File: src/rtl/fight_pkg.sv
// Shared definitions for both player blocks: action codes, one-hot positions,
// hit reach thresholds and damage values.
package fight_pkg;

  localparam logic [2:0] ACT_KICK   = 3'b000;
  localparam logic [2:0] ACT_PUNCH  = 3'b001;
  localparam logic [2:0] ACT_AWAIT  = 3'b010;
  localparam logic [2:0] ACT_JUMP   = 3'b011;
  localparam logic [2:0] ACT_LEFT1  = 3'b100;
  localparam logic [2:0] ACT_LEFT2  = 3'b101;
  localparam logic [2:0] ACT_RIGHT1 = 3'b110;
  localparam logic [2:0] ACT_RIGHT2 = 3'b111;

  // Player 2 advances 001 -> 010 -> 100; player 1 advances 100 -> 010 -> 001.
  typedef enum logic [2:0] {
    P2_S0 = 3'b001,
    P2_S1 = 3'b010,
    P2_S2 = 3'b100
  } p2_pos_t;

  localparam logic [2:0] P1_S0 = 3'b100;
  localparam logic [2:0] P1_S1 = 3'b010;
  localparam logic [2:0] P1_S2 = 3'b001;

  localparam logic [2:0] KICK_REACH  = 3'd2;
  localparam logic [2:0] PUNCH_REACH = 3'd3;
  localparam logic [1:0] KICK_DMG    = 2'd1;
  localparam logic [1:0] PUNCH_DMG   = 2'd2;

  // Non-one-hot opponent positions are treated as home.
  function automatic logic [1:0] p1_idx(input logic [2:0] s);
    case (s)
      P1_S1:   return 2'd1;
      P1_S2:   return 2'd2;
      default: return 2'd0;
    endcase
  endfunction

endpackage

File: src/rtl/health_tracker.sv
// Health, await counter and knock-out flag for one player; shared by both
// player blocks. Damage always wins over healing in the same cycle.
module health_tracker
  import fight_pkg::*;
#(
  parameter logic [1:0] MAX_HEALTH = 2'b11,
  parameter int         HEAL_WAITS = 2
) (
  input  logic       clk,
  input  logic       rst_n,
  input  logic [1:0] dmg,
  input  logic       await_act,
  output logic [1:0] health,
  output logic       ko
);

  localparam logic [1:0] HEAL_CNT = 2'(HEAL_WAITS);

  logic [1:0] health_q, health_d;
  logic [1:0] cnt_q, cnt_d, cnt_inc;
  logic       ko_q, ko_d;

  function automatic logic [1:0] sat_sub(input logic [1:0] a, input logic [1:0] b);
    return (a > b) ? a - b : 2'd0;
  endfunction

  assign cnt_inc = cnt_q + 2'd1;

  always_comb begin
    health_d = health_q;
    cnt_d    = cnt_q;
    ko_d     = ko_q;
    if (!ko_q) begin
      if (dmg != 2'd0) begin
        health_d = sat_sub(health_q, dmg);
        cnt_d    = 2'd0;
        ko_d     = (sat_sub(health_q, dmg) == 2'd0);
      end else if (await_act) begin
        if (cnt_inc == HEAL_CNT) begin
          cnt_d = 2'd0;
          if (health_q < MAX_HEALTH) health_d = health_q + 2'd1;
        end else begin
          cnt_d = cnt_inc;
        end
      end else begin
        cnt_d = 2'd0;
      end
    end
  end

  always_ff @(posedge clk or negedge rst_n) begin
    if (!rst_n) begin
      health_q <= MAX_HEALTH;
      cnt_q    <= 2'd0;
      ko_q     <= 1'b0;
    end else begin
      health_q <= health_d;
      cnt_q    <= cnt_d;
      ko_q     <= ko_d;
    end
  end

  assign health = health_q;
  assign ko     = ko_q;

endmodule

File: src/rtl/second_player.sv
// Player-2 block: position FSM, reach/hit evaluation against player 1, and
// health bookkeeping through health_tracker. Everything freezes once knocked out.
module second_player
  import fight_pkg::*;
#(
  parameter logic [1:0] MAX_HEALTH = 2'b11,
  parameter int         HEAL_WAITS = 2
) (
  input  logic       clk,
  input  logic       rst_n,
  input  logic [2:0] action2,
  input  logic [2:0] action1,
  input  logic [2:0] state1,
  output logic [2:0] state,
  output logic [1:0] health,
  output logic       ko
);

  p2_pos_t    state_q, state_d;
  logic [1:0] own_idx;
  logic [2:0] reach;
  logic       kick_hit, punch_hit;
  logic [1:0] dmg;

  always_comb begin
    case (state_q)
      P2_S1:   own_idx = 2'd1;
      P2_S2:   own_idx = 2'd2;
      default: own_idx = 2'd0;
    endcase
  end

  // Hits are judged on pre-edge positions; movement applies afterwards.
  assign reach     = {1'b0, own_idx} + {1'b0, p1_idx(state1)};
  assign kick_hit  = (action1 == ACT_KICK)  && (reach >= KICK_REACH) && (action2 != ACT_JUMP);
  assign punch_hit = (action1 == ACT_PUNCH) && (reach >= PUNCH_REACH);
  assign dmg       = kick_hit ? KICK_DMG : (punch_hit ? PUNCH_DMG : 2'd0);

  always_ff @(posedge clk or negedge rst_n) begin
    if (!rst_n) state_q <= P2_S0;
    else        state_q <= state_d;
  end

  always_comb begin
    state_d = state_q;
    if (!ko) begin
      case (action2)
        ACT_LEFT1, ACT_LEFT2: begin
          case (state_q)
            P2_S0:   state_d = P2_S1;
            default: state_d = P2_S2;
          endcase
        end
        ACT_RIGHT1, ACT_RIGHT2: begin
          case (state_q)
            P2_S2:   state_d = P2_S1;
            default: state_d = P2_S0;
          endcase
        end
        default: state_d = state_q;
      endcase
    end
  end

  always_comb begin
    state = state_q;
  end

  health_tracker #(
    .MAX_HEALTH(MAX_HEALTH),
    .HEAL_WAITS(HEAL_WAITS)
  ) u_health (
    .clk      (clk),
    .rst_n    (rst_n),
    .dmg      (dmg),
    .await_act(action2 == ACT_AWAIT),
    .health   (health),
    .ko       (ko)
  );

endmodule
File: config.mk
export PLATFORM = sky130hd
export DESIGN_NAME = second_player
export DESIGN_NICKNAME = d
export VERILOG_FILES = /design/src/rtl/fight_pkg.sv /design/src/rtl/health_tracker.sv /design/src/rtl/second_player.sv
export SDC_FILE = /design/constraint.sdc
export NUM_CORES = 1
export LEC_CHECK = 0
export CAP_MARGIN = 5
export CORE_MARGIN = 5
export CORE_UTILIZATION = 40
export CTS_CLUSTER_DIAMETER = 200
export DETAILED_ROUTE_END_ITERATION = 8
export PLACE_DENSITY = 0.69
export SKIP_LAST_GASP = 1
export SYNTH_ARGS = -nofsm -noshare
export SYNTH_HDL_FRONTEND = slang
export SYNTH_HIERARCHICAL = 1
export SYNTH_SLANG_ARGS = --single-unit
export TNS_END_PERCENT = 100
File: constraint.sdc
create_clock -name clk -period 2.8 [get_ports clk]
set_input_delay 0.42 -clock clk [delete_from_list [all_inputs] [get_ports clk]]
set_output_delay 0.42 -clock clk [all_outputs]
set_load 0.01 [all_outputs]
==> summary.txt, run 1 <==
post-synthesis cell count: 55
Hold Path Class: input port to async pin
Hold Fails Final Rpt: 0
Worst-Skew Late Latency: 250 ps
Placed Cells: 91
CP startpoint: state[0]
met3 Usage GRT: 2.26%
gr ovfl total: 0
Max VDD drop: 0.000273 V
critical path peak fanout: 3
total track usage: 12.6%
syn_nets: 72
1st-pass router iterations: 4
Sink Count: 8
reg2reg start: state[0]
CP endpoint kind: register
Post-Synthesis Cell Area: 571 sq um
max_slew headroom: 71.1%
core area: 0.00132 sq mm
clk slew on worst S/H paths: 60 ps
vias per cell: 5.28
initial antenna violation count: 0
gr busiest metal: met2
ANT cells: 0
Mapped Avg Cell Area: 10.4 sq um
non-filler cells, final: 96
vias in the first global route: 509
Area Overhead vs Synth: 53.3%
post-synthesis sequential area ratio: 35.7%
Pwr Density: 287 mW/mm^2
Worst Path Arrival: 2880 ps
Die Wd: 47.8 um
RSZ-0062 raised after global routing: true
WP data required: 2970 ps
final setup violating endpoints: 0
vias post-DR: 507
most common cell after layout, fill and taps aside: clkdlybuf4s50_1
Pleak: 0.360 nW
Setup crit start kind: register
crit path time final: 2710 ps
Hold Slack: 445 ps
I/O Buffers: 16
dpl hpwl: 1040 um
wire per inst: 13.2 um
GRT met2 Usage: 21.4%
GRT met1 Usage: 17.1%
Clock Tree Root: clkbuf_4
count of cell types in the netlist: 26
detailed-route DRC error count: 0
first-pass GRT wire length: 2060 um
Ports: 17
CTS tree: built
status: finished, final reports clean
most frequent cells in the layout: clkdlybuf4s50_1, inv_1, buf_4, dfrtp_1
area leader, netlist: dfrtp_1
filler instances: 112
Tightest Pin Transition: 433 ps
initial core utilization: 43.3%
YS warnings: 6
total CTS buffers: 3
H-Tree Level Count: 1
die height: 47.8 um
share of cells above drive strength 1: 30.9%
Nets: 99
final worst path period share: 96.7%
num rows: 13
hold_buf cts: 0
GP Congestion: 0.758
flop and latch count out of synthesis: 8
WS Path Type: register to register
fmax: 369 MHz
Detailed Route Iter0 Violations: 5
final WL: 1270 um
pin count of the biggest net entering global routing: 9
skew final: 10.2 ps
max cap viols: 0
top cells by area, synth: dfrtp_1, dfstp_2, ha_1
CTS Buffer Depth: 2
Sum Neg Setup Slack: 0 ps
DIE AREA: 0.00228 sq mm
antenna viol nets, final: 0
post-synth top area share: 21.9%
count of final max-slew check failures: 0
[synthesized netlist by cell type, drive strengths merged]
library cell and count:
nand2 2, a211oi 1, a31oi 1, or3 1, nand3b 2, o21ai 3, a21boi 1, o22ai 3
dfstp 3, nor4b 1, a21oi 5, or2b 1, or3b 1, nor3b 5, nor2 1, dfrtp 5
nor2b 1, inv 6, o41a 1, mux2 1, o22a 1, fa 2, a2bb2oi 1, ha 4
nand4bb 1, nor3 1
[flip-flops by register name, indices dropped and copies added, names as in the netlist]
signal           count
state                3
u_health/cnt_q       2
u_health/ko          1
u_health/health      2
[area by class of cell]
class | instances | area (sq um) | share of cell area (%)
Clock buffer | 4 | 26.3 | 3.00
Tap cell | 15 | 18.8 | 2.15
Inverter | 6 | 22.5 | 2.58
Timing Repair Buffer | 22 | 201 | 23.0
Sequential cell | 8 | 204 | 23.3
Multi-Input combinational cell | 41 | 402 | 45.9
[worst max-delay path: stages, from the launching register on]
cell and delay (ps):
dfstp_2 560, nor3b_2 50, ha_2 180, fa_1 520, o21ai_1 80, a31oi_2 170, ha_2 210, fa_2 420
a211oi_2 170, o22ai_1 110, a2bb2oi_1 150
[cell families (layout without fill, tap and decap cells)]
group / after synthesis / count (layout) / synth area share, %
compound gates: 17 / 17 / 19.1
simple gates: 17 / 17 / 23.5
flops: 8 / 8 / 35.7
fa+ha+maj: 6 / 6 / 15.8
buf+inv: 6 / 32 / 3.95
mux: 1 / 1 / 1.97
[metal layers]
metal / part of all wire, % / vias to the layer above
li1: - / 259
met1: 48 / 237
met2: 45 / 11
met3: 7.3 / 0
met4: 0 / 0
met5: 0 / -
[metrics by stage]
stage               utilization (%)  worst slack (ps)  power [mW]  area (sq um)
floorplan                         -              55.1       0.134           607
global placement               62.5              -406       0.159           823
detailed placement             62.5              -414       0.160           823
CTS                            66.0              47.9       0.255           870
global route                   66.4             -47.8       0.266           875
finish                         66.4              91.5       0.251           875
[final timing paths]
| kind | depth (start not counted) | slack, ps | end |
|---|---|---|---|
| setup / recovery | 10 | 90 | u_health/health[1] |
| hold / removal | 1 | 440 | state[1] |
| setup reg to reg | 10 | 90 | u_health/health[1] |
| hold reg to reg | 1 | 540 | u_health/health[1] |
| max in group asynchronous | 1 | 2040 | u_health/health[1] |
| min in group clk | 1 | 540 | u_health/health[1] |
[what timing repair did]
action	4_1_cts	5_1_grt
setup buffers	1	0
resized for setup	7	1
pin swaps	8	1
cloned	0	0
setup endpoints to repair	3	3
[power by group]
part	total (mW)	internal (mW)	switching, mW
Combinational	0.0389	0.0229	0.0161
Clock	0.0928	0.0544	0.0383
Sequential	0.120	0.118	0.00153
Power figures use the tool's default switching activity.
==> run 2: changes to the inputs <==
CORE_UTILIZATION = 41   (was 40)
PLACE_DENSITY = 0.68   (was 0.69)
clock period = 2.9 ns   (was 2.8 ns; I/O delays follow)
==> run 2 against run 1 <==
  * Worst setup slack improved by 40 ps
  * Wire length down 2.1%
  * Final area shrank 3.3%
  * Combinational power is 9.5% lower
  * Cell count grew 1.0%
  * Clock power is 2.3% lower
  * Non-clock buffer count is 1 higher
  * Count of clock-buffer cells in the layout did not move
  * Critical path type unchanged
  * Critical endpoint unchanged
  * Highest routed layer unchanged
==> summary.txt, run 2 (synthesis results as in run 1) <==
Pleak: 0.354 nW (-1.6%)
Sink Count: 8 (unchanged)
detailed-route DRC error count: 0 (unchanged)
first-pass GRT wire length: 1970 um (-4.7%)
Hold Slack: 452 ps (+7.32 ps)
die height: 47.3 um (-0.96%)
DIE AREA: 0.00224 sq mm (-1.9%)
worst r2r dst: u_health/health[1]
pin count of the biggest net entering global routing: 9 (unchanged)
total track usage: 12.7% (+0.098 points)
slowest stage delay, CP: 470 ps (-90 ps)
cell count of the worst reg-to-reg path: 10 (unchanged)
RSZ-0062 raised after global routing: false
most frequent cells in the layout: clkdlybuf4s50_1, buf_4, inv_1, a21oi_1, dfrtp_1
wire per inst: 12.8 um (-3.1%)
Detailed Route Iter0 Violations: 3 (-2)
met3 Usage GRT: 3.45% (+1.2 points)
status: finished, final reports clean
share of cells above drive strength 1: 24.4% (-6.5 points)
hold_buf cts: 0 (unchanged)
GP Congestion: 0.774 (+2.0%)
H-Tree Level Count: 1 (unchanged)
initial core utilization: 43.8% (+0.54 points)
max_slew headroom: 71.2% (+0.073 points)
Setup crit start kind: register
Clock Tree Root: clkbuf_4
non-filler cells, final: 97 (+1.0%)
CTS Buffer Depth: 2 (unchanged)
CP startpoint: state[2]
CP Capture Point: u_health/health[1]
initial antenna violation count: 0 (unchanged)
WP data required: 3070 ps (+100 ps)
final worst path period share: 95.5% (-1.3 points)
gr ovfl total: 0 (unchanged)
critical path peak fanout: 6 (+3)
Placed Area: 793 sq um (-3.6%)
crit path time final: 2770 ps (+60.3 ps)
fmax: 361 MHz (-2.2%)
skew final: 10.3 ps (+0.0466 ps)
Pwr Density: 285 mW/mm^2 (-0.92%)
max reg flops: 3 (unchanged)
WP buf/inv: 0 (unchanged)
reg2reg start: state[2]
dpl hpwl: 1010 um (-2.7%)
family with the most delay on the worst path: adder cells
count of final max-slew check failures: 0 (unchanged)
clk slew on worst S/H paths: 60 ps (about the same)
CP endpoint kind: register
max cap viols: 0 (unchanged)
GRT met2 Usage: 17.6% (-3.7 points)
Die Wd: 47.3 um (-0.96%)
Nets: 100 (+1.0%)
critical path's slowest cell: fa_1
final setup violating endpoints: 0 (unchanged)
reg-to-reg slack, setup: 130 ps (+40 ps)
total CTS buffers: 3 (unchanged)
I/O Buffers: 16 (unchanged)
vias in the first global route: 473 (-7.1%)
Area Overhead vs Synth: 48.2%
num rows: 13 (unchanged)
antenna viol nets, final: 0 (unchanged)
vias post-DR: 507 (unchanged)
WS Path Type: register to register
Placed Cells: 91 (unchanged)
Hold Fails Final Rpt: 0 (unchanged)
CTS tree: built
ANT cells: 0 (unchanged)
Ports: 17 (unchanged)
critical path depth: 10 (unchanged)
most common cell after layout, fill and taps aside: clkdlybuf4s50_1
GRT met1 Usage: 18.4% (+1.3 points)
Worst-Skew Late Latency: 250 ps (about the same)
final instance area: 846 sq um (-3.3%)
Max VDD drop: 0.000176 V (-36%)
1st-pass router iterations: 2 (-2)
core area: 0.00130 sq mm (-1.2%)
gr busiest metal: met1
Hold Path Class: input port to async pin
Worst Path Arrival: 2940 ps (+60 ps)
vias per cell: 5.23 (-1.0%)
CP Cell Sequence: nor3b_1, ha_2, fa_1, o21ai_1, a31oi_1, ha_2, fa_1, a211oi_2, o22ai_1, a2bb2oi_1
final WL: 1240 um (-2.1%)
Tightest Pin Transition: 432 ps (-1.10 ps)
## run 2: worst min path at each step
stage / from / to / cells after the start
after CTS: rst_n / u_health/cnt_q[0] / 1
after detailed placement: u_health/health[1] / u_health/health[1] / 1
final: rst_n / u_health/cnt_q[0] / 1
after global placement: u_health/cnt_q[1] / u_health/cnt_q[1] / 1
after global routing: rst_n / u_health/cnt_q[0] / 1
after floorplan: rst_n / state[1] / 0
## run 2: layout make-up
| class | instances | area [sq um] |
|---|---|---|
| Clock buffer | 4 | 26.3 |
| Sequential cell | 8 | 204 |
| Timing Repair Buffer | 23 | 209 |
| Tap cell | 15 | 18.8 |
| Inverter | 6 | 22.5 |
| Fill cell | 122 | 455 |
| Multi-Input combinational cell | 41 | 365 |
## run 2: routing by layer
| layer | vias to the layer above | share of wire [%] |
|---|---|---|
| li1 | 260 | - |
| met1 | 236 | 47 |
| met2 | 11 | 46 |
| met3 | 0 | 7.2 |
| met4 | 0 | 0 |
| met5 | - | 0 |
## run 2: timing repair
action,in CTS,in global routing
resized for setup,8,0
endpoints found under the setup margin,2,2
pin swaps,7,3
setup buffers,1,1
gates cloned,0,0
## run 2: metrics by stage
step / total power [mW] / setup WS [ps] / utilization [%] / setup TNS [ps]
detailed placement: 0.152 / -377 / 61.0 / -938
CTS: 0.247 / 40.8 / 64.4 / 0
finish: 0.241 / 131 / 65.0 / 0
floorplan: 0.129 / 44.6 / - / 0
global route: 0.254 / 13.3 / 65.0 / 0
global placement: 0.152 / -313 / 61.0 / -785
## run 2: where the power goes
part	leakage (nW)	switching [mW]	total, mW	internal, mW
combinational	0.249	0.0138	0.0352	0.0214
sequential	0.0906	0.000981	0.115	0.114
clock	0.0150	0.0380	0.0907	0.0526
total	0.354	0.0528	0.241	0.188
==> RTL change: new RTL, settings of run 2 <==
Register the output `state`, cleared by the reset; this adds one clock of latency there. The other outputs are not delayed to match.
--- a/src/rtl/second_player.sv
+++ b/src/rtl/second_player.sv
@@ -17,2 +17,4 @@
 );
+
+  logic [2:0] state_c;
 
@@ -65,3 +67,3 @@
   always_comb begin
-    state = state_q;
+    state_c = state_q;
   end
@@ -80,2 +82,10 @@
 
+  always_ff @(posedge clk or negedge rst_n) begin
+    if (!rst_n) begin
+      state <= '0;
+    end else begin
+      state <= state_c;
+    end
+  end
+
 endmodule
Check against the original RTL: not equivalent (a bounded check fails within 4 cycles, from zero or initial values and one cycle with rst_n low).
==> RTL change against run 2 <==
Core utilization fell by 0.55 points. Combinational power rose by 14%. Wire length rose by 16%. Critical path depth did not move. Area after synthesis rose by 13%. Total power rose by 24%. Sequential cell count rose by 3. Non-clock buffer count rose by 4. Setup slack got worse by 29 ps. Clock power rose by 11%. Die area rose by 10%. Via count rose by 8.9%. Design area rose by 15%.
==> RTL change: results (changes against run 2) <==
Worst setup path
* **origin of the critical flop-to-flop path** state_c[0], was state[2]
* **R2R cell count** 10, unchanged
* **highest cell delay on the worst timing path** 540 ps, was 470 ps
* **Worst setup SP type** flop, unchanged
* **CP endpoint kind** flop, unchanged
* **crit-path leading delay family** adder cells, unchanged
* **critical path peak fanout** 2, was 6
* **critical register-to-register path endpoint** u_health/health[1], unchanged
* **FF-to-FF setup slack** 100 ps, was 130 ps
* **worst path arrival time** 2980 ps, was 2940 ps
* **Critical-path top delay cell** dfstp_2, was fa_1

Status
* **run status** completed, unchanged

Clock network
* **largest buffer count on any clock path** 2, unchanged
* **library cell used as clock root buffer** clkbuf_4, unchanged
* **clock buffer count from CTS** 3, unchanged
* **worst skew pair latency** 260 ps
* **clock-pin slew on the worst setup and hold paths** 70 ps
* **number of levels in the clock H-tree** 1, unchanged

Placed design
* **Port Buffers** 16, unchanged
* **setup slack after placement** -405 ps, was -377 ps
* **final weighted congestion of routability-driven global placement** 0.840, was 0.774
* **number of placed instances, taps included** 95, was 91
* **final HPWL from detailed placement** 1050 um, was 1010 um
* **area of placed instances** 870 um^2, was 793 um^2

Route
* **Iteration-0 DRC Markers** 9, was 3
* **length of the first detailed-routing pass in iterations** 4, was 2
* **via/cell ratio** 5.26, was 5.23
* **remaining number of nets flagged by the antenna check after routing** 0, unchanged
* **number of vias after detailed routing** 552, was 507
* **drt wl/cell** 13.7 um, was 12.8 um

Synth
* **async set-or-reset flop fraction in the synthesized netlist** 1.00, unchanged
* **yosys synthesis warning count** 6, unchanged
* **count of unique library cells instantiated by Yosys** 26, unchanged
* **top area cells in the synthesized netlist** dfrtp_1 31%, dfstp_2 12%, ha_1 7.8%, fa_1 6.2%, nor3b_1 5.8%, was dfrtp_1 22%, dfstp_2 14%, ha_1 8.8%, fa_1 7.0%, nor3b_1 6.6%
* **gate count of the mapped netlist** 58, was 55
* **Synth Net Count** 75, was 72
* **most frequent cells after synthesis** 8 x dfrtp_1, 6 x inv_1, 5 x a21oi_1, 5 x nor3b_1, 4 x ha_1, was 6 x inv_1, 5 x a21oi_1, 5 x dfrtp_1, 5 x nor3b_1, 4 x ha_1
* **fraction of the yosys area taken by sequential cells** 0.432, was 0.357
* **predominant post-synthesis flop cell** dfrtp_1, unchanged

Finish
* **Antenna Diode Count** 0, unchanged
* **fraction of final layout cells sized beyond drive strength 1** 0.315, was 0.244
* **fill cell count** 136, was 122
* **Final Net Count** 107, was 100

GRT
* **antenna violations before repair** 0, unchanged
* **via count of the first global-routing pass** 582, was 473
* **first-pass GRT wire length** 2440 um, was 1970 um
* **maximum number of pins on one net before global-route repair** 12, was 9
* **Global Route Usage Sum** 0.128, was 0.127

Power
* **static leakage power** 0.419 nW, was 0.354 nW
* **worst voltage drop across the vdd grid** 0.271 mV, was 0.176 mV

STA
* **Clock Skews** 6.18 ps, was 10.3 ps
* **final clock period utilization by the worst path** 0.965, was 0.955
* **relative slew slack** 0.681, was 0.712

Min path
* **class of the most critical hold timing path** primary input to asynchronous set/reset pin, unchanged

==> RTL change: cell families after synthesis <==
group           synth area share
simple gates               0.207
mux                       0.0174
compound gates             0.169
flops                      0.432
buf+inv                   0.0349
fa+ha+maj                  0.140
==> RTL change: per-layer routing <==
metal  GRT usage  vias to the layer above  share of wire
met2       0.218                       15           0.52
met1       0.138                      259           0.41
met3      0.0693                        0          0.072
met4      0.0262                        0              0
li1            -                      278              -
met5           0                        -              0
==> RTL change: worst min path at each step <==
stage / from / endpoint / slack, ps / depth (start not counted)
3_3_place_gp: state_c[0] / state[0] / 410 / 0
4_1_cts: state_c[0] / state[0] / 420 / 0
2_1_floorplan: rst_n / state[0] / 140 / 0
3_5_place_dp: state_c[0] / state[0] / 410 / 0
6_report: rst_n / state_c[1] / 490 / 1
5_1_grt: rst_n / state[1] / 520 / 1
==> RTL change: through the flow <==
step	TNS, ps	power (mW)
floorplan	0	0.172
global placement	-727	0.196
detailed placement	-930	0.197
CTS	0	0.300
global route	0	0.315
finish	0	0.299
==> RTL change: final cells by class <==
class	count	area (um^2)	share of cell area
Multi-Input combinational cell	41	384	0.396
Tap cell	16	20.0	0.0206
Inverter	6	22.5	0.0232
Sequential cell	11	279	0.287
Clock buffer	4	26.3	0.0271
Timing Repair Buffer	27	239	0.246
==> RTL change: power breakdown <==
part	switching, mW	internal, mW	total, mW
clock network	0.0482	0.0532	0.101
logic	0.0160	0.0241	0.0400
registers	0.00117	0.156	0.158
==> RTL change: repair_timing <==
action / CTS / global route
hold buffers: 0 / 0
setup endpoints to repair: 2 / 3
resized for setup: 9 / 4
endpoints found under the hold margin: 0 / 0
pin swaps: 7 / 8
setup buffers: 4 / 3
